[config.mk]
export PLATFORM = sky130hd
export DESIGN_NAME = fir_ss_feeder_flat
export DESIGN_NICKNAME = d
export VERILOG_FILES = /design/src/rtl/fir_ss_feeder_if.sv /design/src/rtl/fir_ss_feeder.sv /design/src/flat_wrapper.sv
export SDC_FILE = /design/constraint.sdc
export NUM_CORES = 1
export LEC_CHECK = 0
export ABC_AREA = 1
export CAP_MARGIN = 40
export CORE_MARGIN = 4
export CORE_UTILIZATION = 45
export CTS_CLUSTER_SIZE = 10
export DETAILED_ROUTE_END_ITERATION = 6
export DONT_BUFFER_PORTS = 1
export GPL_TIMING_DRIVEN = 0
export SLEW_MARGIN = 20
export SYNTH_ARGS = -nofsm -noshare
export SYNTH_HDL_FRONTEND = slang
export SYNTH_SLANG_ARGS = --single-unit
[constraint.sdc]
create_clock -name axis_clk -period 6.1 [get_ports axis_clk]
set_input_delay 0.915 -clock axis_clk [delete_from_list [all_inputs] [get_ports axis_clk]]
set_output_delay 0.915 -clock axis_clk [all_outputs]
set_load 0.05 [all_outputs]
[src/rtl/fir_ss_feeder_if.sv]
// rtl/fir_ss_feeder_if.sv - upstream and FIR ss stream signals of the feeder
interface fir_ss_feeder_if #(
    parameter int pDATA_WIDTH = 32
);
    logic                   in_tvalid;
    logic                   in_tready;
    logic [pDATA_WIDTH-1:0] in_tdata;
    logic                   ss_tvalid;
    logic                   ss_tready;
    logic [pDATA_WIDTH-1:0] ss_tdata;
    logic                   ss_tlast;

    // master: the feeder itself; slave: the bridge/FIR environment around it
    modport master (
        input  in_tvalid, in_tdata, ss_tready,
        output in_tready, ss_tvalid, ss_tdata, ss_tlast
    );

    modport slave (
        output in_tvalid, in_tdata, ss_tready,
        input  in_tready, ss_tvalid, ss_tdata, ss_tlast
    );
endinterface

[src/rtl/fir_ss_feeder.sv]
// rtl/fir_ss_feeder.sv - frame-length-limited FWFT FIFO feeding the FIR ss stream
// Optional occupancy output fifo_level enabled by FIR_SS_FEEDER_LEVEL_EN.
module fir_ss_feeder #(
    parameter int pDATA_WIDTH = 32,
    parameter int pDEPTH      = 8,
    parameter int pLEN_WIDTH  = 32
) (
    input  logic                  axis_clk,
    input  logic                  axis_rst_n,
    input  logic                  start,
    input  logic [pLEN_WIDTH-1:0] data_length,
    fir_ss_feeder_if.master       strm,
    output logic                  busy,
`ifdef FIR_SS_FEEDER_LEVEL_EN
    output logic [$clog2(pDEPTH):0] fifo_level,
`endif
    output logic                  done
);
    localparam int AW = $clog2(pDEPTH);
    localparam int CW = AW + 1;

    typedef enum logic [1:0] {S_IDLE, S_RUN, S_DONE} state_t;

    state_t                 state_q, state_d;
    logic [pLEN_WIDTH-1:0]  len_q, len_d;
    logic [pLEN_WIDTH-1:0]  acc_cnt_q, acc_cnt_d;
    logic [pLEN_WIDTH-1:0]  sent_cnt_q, sent_cnt_d;
    logic [AW-1:0]          wr_ptr_q, wr_ptr_d;
    logic [AW-1:0]          rd_ptr_q, rd_ptr_d;
    logic [CW-1:0]          count_q, count_d;
    logic [pDATA_WIDTH-1:0] mem_q [pDEPTH];

    logic fifo_full;
    logic fifo_empty;
    logic in_ready;
    logic last_beat;
    logic push;
    logic pop;

    assign fifo_full  = (count_q == CW'(pDEPTH));
    assign fifo_empty = (count_q == '0);
    // Ready comes only from registered state so ss_tready never reaches in_tready.
    assign in_ready   = (state_q == S_RUN) && !fifo_full && (acc_cnt_q < len_q);
    assign last_beat  = (sent_cnt_q == len_q - pLEN_WIDTH'(1));
    assign push       = strm.in_tvalid && in_ready;
    assign pop        = !fifo_empty && strm.ss_tready;

    assign strm.in_tready = in_ready;
    assign strm.ss_tvalid = !fifo_empty;
    assign strm.ss_tdata  = fifo_empty ? '0 : mem_q[rd_ptr_q];
    assign strm.ss_tlast  = !fifo_empty && last_beat;
    assign busy           = (state_q == S_RUN);
    assign done           = (state_q == S_DONE);

`ifdef FIR_SS_FEEDER_LEVEL_EN
    assign fifo_level = count_q;
`endif

    always_comb begin
        state_d    = state_q;
        len_d      = len_q;
        acc_cnt_d  = acc_cnt_q;
        sent_cnt_d = sent_cnt_q;
        wr_ptr_d   = wr_ptr_q;
        rd_ptr_d   = rd_ptr_q;
        count_d    = count_q;
        case (state_q)
            S_IDLE, S_DONE: begin
                if (start) begin
                    if (data_length != '0) begin
                        state_d    = S_RUN;
                        len_d      = data_length;
                        acc_cnt_d  = '0;
                        sent_cnt_d = '0;
                        wr_ptr_d   = '0;
                        rd_ptr_d   = '0;
                        count_d    = '0;
                    end else begin
                        state_d = S_DONE;
                    end
                end
            end
            S_RUN: begin
                if (push) begin
                    acc_cnt_d = acc_cnt_q + pLEN_WIDTH'(1);
                    wr_ptr_d  = wr_ptr_q + AW'(1);
                end
                if (pop) begin
                    sent_cnt_d = sent_cnt_q + pLEN_WIDTH'(1);
                    rd_ptr_d   = rd_ptr_q + AW'(1);
                    if (last_beat) begin
                        state_d = S_DONE;
                    end
                end
                case ({push, pop})
                    2'b10:   count_d = count_q + CW'(1);
                    2'b01:   count_d = count_q - CW'(1);
                    default: count_d = count_q;
                endcase
            end
            default: state_d = S_IDLE;
        endcase
    end

    always_ff @(posedge axis_clk or negedge axis_rst_n) begin
        if (!axis_rst_n) begin
            state_q    <= S_IDLE;
            len_q      <= '0;
            acc_cnt_q  <= '0;
            sent_cnt_q <= '0;
            wr_ptr_q   <= '0;
            rd_ptr_q   <= '0;
            count_q    <= '0;
        end else begin
            state_q    <= state_d;
            len_q      <= len_d;
            acc_cnt_q  <= acc_cnt_d;
            sent_cnt_q <= sent_cnt_d;
            wr_ptr_q   <= wr_ptr_d;
            rd_ptr_q   <= rd_ptr_d;
            count_q    <= count_d;
        end
    end

    // Storage is left unreset; the empty-gated ss_tdata mux hides stale entries.
    always_ff @(posedge axis_clk) begin
        if (push) begin
            mem_q[wr_ptr_q] <= strm.in_tdata;
        end
    end
endmodule

[src/flat_wrapper.sv]
// flat-port wrapper written by rule: the top's interface ports become plain ports
module fir_ss_feeder_flat 
#(
    parameter int pDATA_WIDTH = 32,
    parameter int pDEPTH      = 8,
    parameter int pLEN_WIDTH  = 32
)
  (axis_clk, axis_rst_n, start, data_length, busy, done, strm_in_tvalid, strm_in_tdata, strm_ss_tready, strm_in_tready, strm_ss_tvalid, strm_ss_tdata, strm_ss_tlast);
  fir_ss_feeder_if #(.pDATA_WIDTH(pDATA_WIDTH)) strm_i ();
  input  logic axis_clk;
  input  logic axis_rst_n;
  input  logic start;
  input  logic [pLEN_WIDTH-1:0] data_length;
  output logic busy;
  output logic done;
  input wire logic [$bits(strm_i.in_tvalid)-1:0] strm_in_tvalid;
  input wire logic [$bits(strm_i.in_tdata)-1:0] strm_in_tdata;
  input wire logic [$bits(strm_i.ss_tready)-1:0] strm_ss_tready;
  output wire logic [$bits(strm_i.in_tready)-1:0] strm_in_tready;
  output wire logic [$bits(strm_i.ss_tvalid)-1:0] strm_ss_tvalid;
  output wire logic [$bits(strm_i.ss_tdata)-1:0] strm_ss_tdata;
  output wire logic [$bits(strm_i.ss_tlast)-1:0] strm_ss_tlast;
  assign strm_i.in_tvalid = strm_in_tvalid;
  assign strm_i.in_tdata = strm_in_tdata;
  assign strm_i.ss_tready = strm_ss_tready;
  assign strm_in_tready = strm_i.in_tready;
  assign strm_ss_tvalid = strm_i.ss_tvalid;
  assign strm_ss_tdata = strm_i.ss_tdata;
  assign strm_ss_tlast = strm_i.ss_tlast;
  fir_ss_feeder #(.pDATA_WIDTH(pDATA_WIDTH), .pDEPTH(pDEPTH), .pLEN_WIDTH(pLEN_WIDTH)) u_core (.axis_clk(axis_clk), .axis_rst_n(axis_rst_n), .start(start), .data_length(data_length), .strm(strm_i), .busy(busy), .done(done));
endmodule
# == Yosys cells after proc, flatten, opt, wreduce, memory -nomap -nowiden ==
# Memory sizes are Yosys's and may differ from the RTL's.
# Index checks and enable logic that the tools add are counted.
# word_totals
register_bits,108
ram_bits,256
in_bits,69
output_inout_bits,37
elab_cells,69
mem_count,1
# classes
n_addsub,7
order_cmp,1
eq_ne,12
mux,24
reduce_logical,17
# mem_list
name,words,word_bits,rd,rd_ports_with_merged_regs,write_ports,line,text
u_core.mem_q,8,32,1,0,1,fir_ss_feeder.sv:31,logic [pDATA_WIDTH-1:0] mem_q [pDEPTH];
# ops
operator,n
2-to-1 mux 32 bit,5
one-hot mux 32 bit (2 select lines),2
adder 32 x 1 -> 32 bit (second input constant),2
== test 32 bit,1
< comparator 32 bit,1
nonzero test 32 bit,1
subtractor 32 x 1 -> 32 bit (second input constant),1
one-hot mux 4 bit (2 select lines),2
2-to-1 mux 3 bit,4
one-hot mux 3 bit (2 select lines),2
AND reduction 4 bit,3
2-to-1 mux 2 bit,4
2-to-1 mux 4 bit,2
inequality test 2 x 1 -> 1 bit (second input constant),4
adder 3 x 1 -> 3 bit (second input constant),2
AND reduction 3 bit,2
logical AND 1 bit,5
adder 4 x 1 -> 4 bit (second input constant),1
== test 2 x 1 -> 1 bit (second input constant),2
== test 2 bit (second input constant),2
== test 4 bit (second input constant),1
logical NOT 4 bit,1
one-hot mux 2 bit (2 select lines),1
subtractor 4 x 1 -> 4 bit (second input constant),1
other kinds (7),9

# == Depth between registers and ports, before layout ==
# Gate-level depths: netlist of the first run.
# depth
depth_word,8
ltp_mapped,23
mapped_depth_nobuf,23

# == Worst setup path before layout of the first run ==
# No wires, ideal clock.
# synth_path
path_kind,register to register
from,reg u_core.len_q[3]
to,mem u_core.mem_q[4][0] (enable)
t_arrival_ns,4.055
required_time_ns,5.639
slack_ns,1.584
path_stages_with_launch,14
path_buffers,1
synth_period_minus_slack_ns,4.516
cell_sequence,dfrtp_1 inv_2 ha_1 a21oi_1 nand2_1 nand2_1 nand2_1 nand2_1 nand2_1 nand2_1 and2_0 buf_2 nand3_2 nor3_1
# synth_between
elab_chain_len,5
# synth_rtl
element,line,text
from (decl),fir_ss_feeder.sv:25,"logic [pLEN_WIDTH-1:0] len_q, len_d;"
from (signal assigned),fir_ss_feeder.sv:116,len_q <= len_d;
< comparator 32 bit,fir_ss_feeder.sv:43,assign in_ready = (state_q == S_RUN) && !fifo_full && (acc_cnt_q < len_q);
logical AND 1 bit,fir_ss_feeder.sv:43,
via strm_in_tready,flat_wrapper.sv:19,output wire logic [$bits(strm_i.in_tready)-1:0] strm_in_tready;
logical AND 1 bit,fir_ss_feeder.sv:45,assign push = strm.in_tvalid && in_ready;
2-to-1 mux 1 bit,fir_ss_feeder.sv:127,if (push) begin
2-to-1 mux 1 bit (implied by the code),fir_ss_feeder.sv:128,mem_q[wr_ptr_q] <= strm.in_tdata;
to (decl),fir_ss_feeder.sv:31,
# The timed path passes the listed nets, and every way through them passes these cells.

# == Worst setup path in the final report of the first run ==
# layout_path
from,reg u_core.len_q[0]
to,out strm_ss_tlast
# layout_between
elab_chain_len,3
# layout_rtl
element,line,text
subtractor 32 x 1 -> 32 bit,fir_ss_feeder.sv:44,assign last_beat = (sent_cnt_q == len_q - pLEN_WIDTH'(1));
== test 32 bit,fir_ss_feeder.sv:44,
logical AND 1 bit,fir_ss_feeder.sv:51,assign strm.ss_tlast = !fifo_empty && last_beat;
to (decl),flat_wrapper.sv:22,output wire logic [$bits(strm_i.ss_tlast)-1:0] strm_ss_tlast;
# Every way passes these cells.

==> results of run 1 <==
[Yosys cell counts, types with 18 or more instances]
cell type and count:
o22ai_1 32, nor3_1 45, nand2_1 333, o21ai_0 227, inv_1 157, clkbuf_1 52
dfrtp_1 108, xor2_1 44, a21oi_1 62, buf_2 19, a31oi_1 33, ha_1 38
nand3_1 89, nand4_1 35, nor2_1 376, nor4_1 18, edfxtp_1 256
[cell families after synthesis]
| kind of cell | after synthesis | synth area share (%) |
|---|---|---|
| AO/OA/AOI/OAI | 375 | 10.7 |
| XOR/XNOR | 53 | 2.52 |
| adder cells (fa/ha/maj) | 39 | 2.69 |
| buffers and inverters | 243 | 5.25 |
| flip-flops | 364 | 56.4 |
| AND/OR/NAND/NOR | 951 | 22.4 |
[state kept, by name, indices dropped and copies added (netlist names)]
| name | flops |
|---|---|
| u_core.state_q | 2 |
| u_core.wr_ptr_q | 3 |
| u_core.mem_q | 256 |
| u_core.rd_ptr_q | 3 |
| u_core.sent_cnt_q | 32 |
| u_core.count_q | 4 |
| u_core.acc_cnt_q | 32 |
| u_core.len_q | 32 |
[worst max-delay path: cells and delay by family, from the launching register on]
family | cells | cell delay [ps]
simple gates | 12 | 1690
buf+inv | 2 | 380
flops | 1 | 370
fa+ha+maj | 1 | 250
[metrics by stage]
step	utilization (%)	hold WS, ps	cells	worst slack (ps)	setup TNS, ps
final	52.0	45.2	2641	1910	0
after CTS	52.0	16.5	2641	1800	0
after global routing	52.0	19.9	2641	1640	0
after global placement	47.6	522	2550	-923	-29370
after detailed placement	48.9	535	2569	2240	0
after floorplan	-	496	2025	1580	0
[power by group through the flow]
| stage | Combinational (W) | Sequential, W | Clock (W) |
|---|---|---|---|
| 2_1_floorplan | 0.00259 | 0.00332 | 0 |
| 3_3_place_gp | 0.00339 | 0.00345 | 0 |
| 3_5_place_dp | 0.00373 | 0.00343 | 0 |
| 4_1_cts | 0.00374 | 0.00339 | 0.00239 |
| 5_1_grt | 0.00404 | 0.00343 | 0.00249 |
| 6_report | 0.00372 | 0.00339 | 0.00235 |
[per-layer routing]
metal	wire length, um	GRT usage [%]	vias up
li1	-	-	7061
met1	22300	30.3	6992
met2	25500	39.9	464
met3	3800	5.39	107
met4	1620	7.83	0
met5	0	0	-
[cell type report]
cell class | count | area (um2)
Multi-Input combinational cell | 1418 | 7310
Clock inverter | 4 | 53.8
Clock buffer | 68 | 1200
Fill cell | 3652 | 19200
Buffer | 78 | 347
Tap cell | 525 | 657
Inverter | 165 | 619
Sequential cell | 364 | 10400
Timing Repair Buffer | 19 | 278
[how the worst min path moves through the flow]
stage | depth (start not counted) | to | slack (ps) | startpoint
finish | 0 | u_core.acc_cnt_q[23]$_DFFE_PN0P_ | 50 | axis_rst_n
global route | 0 | u_core.acc_cnt_q[27]$_DFFE_PN0P_ | 20 | axis_rst_n
CTS | 0 | u_core.acc_cnt_q[23]$_DFFE_PN0P_ | 20 | axis_rst_n
detailed placement | 2 | u_core.rd_ptr_q[2]$_DFFE_PN0P_ | 530 | u_core.rd_ptr_q[2]$_DFFE_PN0P_
global placement | 2 | u_core.rd_ptr_q[2]$_DFFE_PN0P_ | 520 | u_core.rd_ptr_q[2]$_DFFE_PN0P_
floorplan | 2 | u_core.rd_ptr_q[2]$_DFFE_PN0P_ | 500 | u_core.rd_ptr_q[2]$_DFFE_PN0P_
==> flow_metrics.py, run 1 <==
metrics = {
    "grt": {
        "grt_overflow_total": 0,
        "grt_max_degree": 109,
        "antenna_found_initial": 0,
        "grt_pass1_wl_um": 81800,
        "grt_usage_pct": 23.6,
        "first_global_vias": 14200,
    },
    "critical_path": {
        "cp-startpoint": "u_core.len_q[0]$_DFFE_PN0P_",
        "cpMaxStageDelayCell": "dfrtp_1",
        "path_cells": "inv_1 > ha_1 > nand3_4 > nor2_4 > nand2_1 > nand2_1 > nand2_1 > nor2_1 > nand3b_1 > nor2_1 > nand3_1 > nor2_1 > nand3_1 > nor2_1 > buf_4",
        "critPathKind": "reg2out",
        "end_kind": "output port",
        "rr_startpoint": "u_core.len_q[27]$_DFFE_PN0P_",
        "crit_required_ps": 5180,
        "max_stage_delay_ps": 370,
        "endpoint": "strm_ss_tlast",
        "start_kind": "flop",
        "path_max_fanout": 7,
        "reg2regPathDepth": 13,
        "timing.rr.end": "u_core.mem_q[4][9]$_DFFE_PP_",
        "cp_data_arrival_time_ps": 3270,
        "crit_path_frequent_cell": "nor2_1",
        "rrSetupSlack_ps": 2220,
    },
    "sta": {
        "clock_skew_ps": 13.7,
        "drv_slew": 0,
        "final-setup-viol-count": 0,
        "slew_headroom_pct": 37.6,
        "worstMarginPinSlew_ps": 927,
        "fmax_mhz": 239,
        "finalHoldViolations": 0,
        "min_period_over_period_pct": 68.7,
        "min_period_ps": 4190,
        "rsz0062_at_grt": "no",
    },
    "placement": {
        "port_buffers": 0,
        "place_congestion": 0.924,
        "placed_area_um2": 19600,
        "hpwl_um": 39000,
    },
    "power_and_ir_drop": {
        "power_leakage_nw": 7.83,
        "clockPowerShare_pct": 24.8,
        "pwr-share-seq_pct": 35.9,
        "p_per_area_nw_per_um2": 453,
        "power_w": 0.00945,
        "power.internal_w": 0.00536,
        "comb_power_share_pct": 39.3,
        "swShare_pct": 43.3,
        "switchingPower_w": 0.00409,
        "peakVddDrop_mv": 0.349,
    },
    "logic_synthesis": {
        "synth_cell_type_count": 43,
        "yosysTopAreaCell": "edfxtp_1",
        "synth_async_sr_flop_share_pct": 29.7,
        "netlist.area_leader.share_pct": 41.8,
        "synth_nets": 2133,
        "synth_area_per_cell_um2": 9.09,
        "ys_ff_latch": 364,
        "synth_warnings": 0,
        "ys_seq_area_share_pct": 56.4,
        "synth_top_flop_cell": "edfxtp_1",
        "synth_area_um2": 18400,
        "syn_inst": 2025,
        "synth_edf_count": 256,
        "netlist_top_cells_area": "edfxtp_1, dfrtp_1, nor2_1",
    },
    "min_path": {
        "min_path_type": "in2async",
    },
    "final_layout": {
        "fin_nets": 2197,
        "areaGrowthSynthToFinish_pct": 13.2,
        "mostFrequentLayoutCell": "nor2_1",
        "final_cell_area_um2": 20900,
        "antennaDiodeCount": 0,
        "final_cell_mix": "nor2_1, nand2_1, edfxtp_1",
        "drive_gt1_share_pct": 8.36,
    },
    "clock_tree": {
        "cts_tree": "yes",
        "clock_sinks": 364,
        "path_clk_slew_ps": 60,
        "postCtsSetupBuffers": 0,
        "clk_latency_ps": 570,
        "cts_resized": 0,
        "root_buffer": "clkbuf_16",
        "max-clock-path-buffers": 3,
        "cts_htree_levels": 2,
        "cts_buffers": 43,
        "cts_hold_buffers": 0,
    },
    "floorplanning": {
        "die_y_um": 210,
        "ios": 106,
        "start_util_pct": 45.9,
        "rows": 73,
        "core_area_um2": 40100,
        "die-width_um": 210,
        "die_area_um2": 44200,
    },
    "routing": {
        "ant_nets": 0,
        "drtIter0Drc": 1335,
        "vias": 14600,
        "wl_um": 53200,
        "dr.pass1.iters": 5,
        "wl_per_cell_um": 20.2,
        "drc": 0,
        "via_per_inst": 5.54,
    },
    "job": {
        "maxCapViolations": 0,
    },
    "run_status": {
        "status": "completed",
    },
}
Note: power is estimated with default switching activity, not from simulation.
==> run 2: changes to the inputs <==
Clock period 6.1 ns to 4.35 ns, I/O delays scaled along.
==> flow_metrics.py, run 2 (same netlist as run 1, synthesis figures left out) <==
metrics = {
    "critical_path": {
        "end_kind": "output port",
        "timing.rr.end": "u_core.mem_q[5][15]$_DFFE_PP_",
        "path_delay_family": "compound AO/OA/AOI/OAI gates",
        "critPathKind": "reg2out",
        "start_kind": "flop",
        "max_stage_delay_ps": 640,
        "reg2regPathDepth": 12,
        "cp_data_arrival_time_ps": 3250,
        "crit_required_ps": 3700,
        "path_cells": "clkbuf_1 > clkbuf_1 > o21ai_0 > o22ai_1 > o21ai_0 > a31oi_2",
        "cp-startpoint": "u_core.rd_ptr_q[0]$_DFFE_PN0P_",
        "rrSetupSlack_ps": 550,
        "cpMaxStageDelayCell": "a31oi_2",
        "rr_startpoint": "u_core.len_q[29]$_DFFE_PN0P_",
        "cp_num_buf_inv": 2,
        "path_max_fanout": 10,
    },
    "power_and_ir_drop": {
        "switchingPower_w": 0.00572,
        "peakVddDrop_mv": 0.477,
        "comb_power_share_pct": 39.8,
        "pwr-share-seq_pct": 35.9,
        "power.internal_w": 0.00752,
        "swShare_pct": 43.2,
        "clockPowerShare_pct": 24.2,
        "power_w": 0.0132,
        "p_per_area_nw_per_um2": 633,
        "power_leakage_nw": 7.86,
    },
    "grt": {
        "grt_max_degree": 109,
        "grt_overflow_total": 0,
        "antenna_found_initial": 1,
        "first_global_vias": 14500,
        "grt_pass1_wl_um": 82400,
        "grt_usage_pct": 23.9,
    },
    "routing": {
        "drtIter0Drc": 1152,
        "dr.pass1.iters": 5,
        "dr_wl_met3_um": 3720,
        "wl_um": 53100,
        "vias": 14500,
        "wl_per_cell_um": 20.1,
        "top_layer_used": "met4",
        "drc": 0,
        "wl_met2_um": 25400,
        "ant_nets": 0,
        "via_per_inst": 5.50,
        "wl_met1_um": 22300,
    },
    "sta": {
        "rsz0062_at_grt": "no",
        "clock_skew_ps": 21.2,
        "fmax_mhz": 256,
        "worstMarginPinSlew_ps": 861,
        "final-setup-viol-count": 0,
        "slew_headroom_pct": 42.6,
        "holdWs_ps": -42.6,
        "min_period_over_period_pct": 89.6,
        "fin_tns_setup_ps": 0,
        "drv_slew": 0,
        "finalHoldViolations": 12,
        "min_period_ps": 3900,
    },
    "final_layout": {
        "regMostFlops": "u_core.mem_q",
        "fin_nets": 2202,
        "largest_register_ffs": 256,
        "areaGrowthSynthToFinish_pct": 13.6,
        "mostFrequentLayoutCell": "nor2_1",
        "final_cell_mix": "nor2_1, nand2_1, edfxtp_1",
        "drive_gt1_share_pct": 8.53,
        "final_cell_area_um2": 20900,
    },
    "clock_tree": {
        "clock_sinks": 364,
        "cts_htree_levels": 2,
        "max-clock-path-buffers": 3,
        "cts_resized": 0,
        "postCtsSetupBuffers": 0,
        "cts_tree": "yes",
        "root_buffer": "clkbuf_16",
        "path_clk_slew_ps": 60,
        "clk_latency_ps": 560,
        "cts_buffers": 43,
    },
    "placement": {
        "place_congestion": 0.904,
        "hpwl_um": 39000,
        "port_buffers": 0,
        "placed_area_um2": 19700,
    },
    "job": {
        "maxCapViolations": 0,
    },
    "run_status": {
        "status": "finished, violations left",
        "failed_checks": "hold timing",
    },
    "floorplanning": {
        "die_area_um2": 44200,
        "start_util_pct": 45.9,
        "core_area_um2": 40100,
        "rows": 73,
        "die_y_um": 210,
        "ios": 106,
        "die-width_um": 210,
    },
    "min_path": {
        "min_path_type": "in2async",
    },
}
==> run 2: cell types whose count changed in the layout (fill, tap and decap cells not counted), moves of 2 or more <==
| cell | before | now |
|---|---|---|
| buf_16 | 3 | 7 |
| buf_8 | 2 | 4 |
| clkbuf_1 | 74 | 64 |
| inv_16 | 2 | 0 |
==> run 2: cell type report <==
| cell class | count | area [um2] |
|---|---|---|
| clock buffers | 58 | 1170 |
| inverters | 165 | 619 |
| clock inverters | 4 | 33.8 |
| plain buffers | 78 | 347 |
| flip-flops and latches | 364 | 10400 |
| diodes | 1 | 2.50 |
| fillers | 3611 | 19200 |
| repair buffers | 24 | 389 |
| well taps | 525 | 657 |
| multi-input cells | 1418 | 7310 |
==> run 2: repair_timing <==
item | in CTS | in global routing
setup endpoints to repair | 0 | 0
hold endpoints to repair | 108 | 0
hold buffers | 1 | 0
==> run 2: worst max-delay path by stage <==
stage                               endpoint  slack (ps)  cells after the start
2_1_floorplan   u_core.mem_q[1][0]$_DFFE_PP_         660                     13
3_3_place_gp   u_core.mem_q[1][11]$_DFFE_PP_       -1310                     11
3_5_place_dp   u_core.mem_q[5][15]$_DFFE_PP_         540                     12
4_1_cts                    strm_ss_tdata[29]         370                      6
5_1_grt                    strm_ss_tdata[29]         170                      6
6_report                   strm_ss_tdata[29]         450                      6
==> run 2: through the flow <==
stage,setup WS [ps],utilization (%),cells,hold WS [ps]
floorplan,657,-,2025,357
global placement,-1310,47.6,2550,361
detailed placement,539,49.0,2571,361
CTS,369,52.1,2634,50.8
global route,167,52.2,2637,63.7
finish,451,52.2,2637,-42.6
==> run 2: routing by layer <==
| layer | vias up | track usage, % |
|---|---|---|
| met2 | 488 | 40.2 |
| met3 | 102 | 4.87 |
| met4 | 0 | 8.28 |
| li1 | 7059 | - |
| met1 | 6854 | 31.0 |
| met5 | - | 0 |
==> run 2: power by group through the flow <==
| stage | Sequential (W) | Clock, W | Combinational [W] |
|---|---|---|---|
| global placement | 0.00484 | 0 | 0.00477 |
| floorplan | 0.00466 | 0 | 0.00363 |
| detailed placement | 0.00482 | 0 | 0.00526 |
| finish | 0.00476 | 0.00321 | 0.00527 |
| CTS | 0.00475 | 0.00326 | 0.00531 |
| global route | 0.00481 | 0.00340 | 0.00578 |
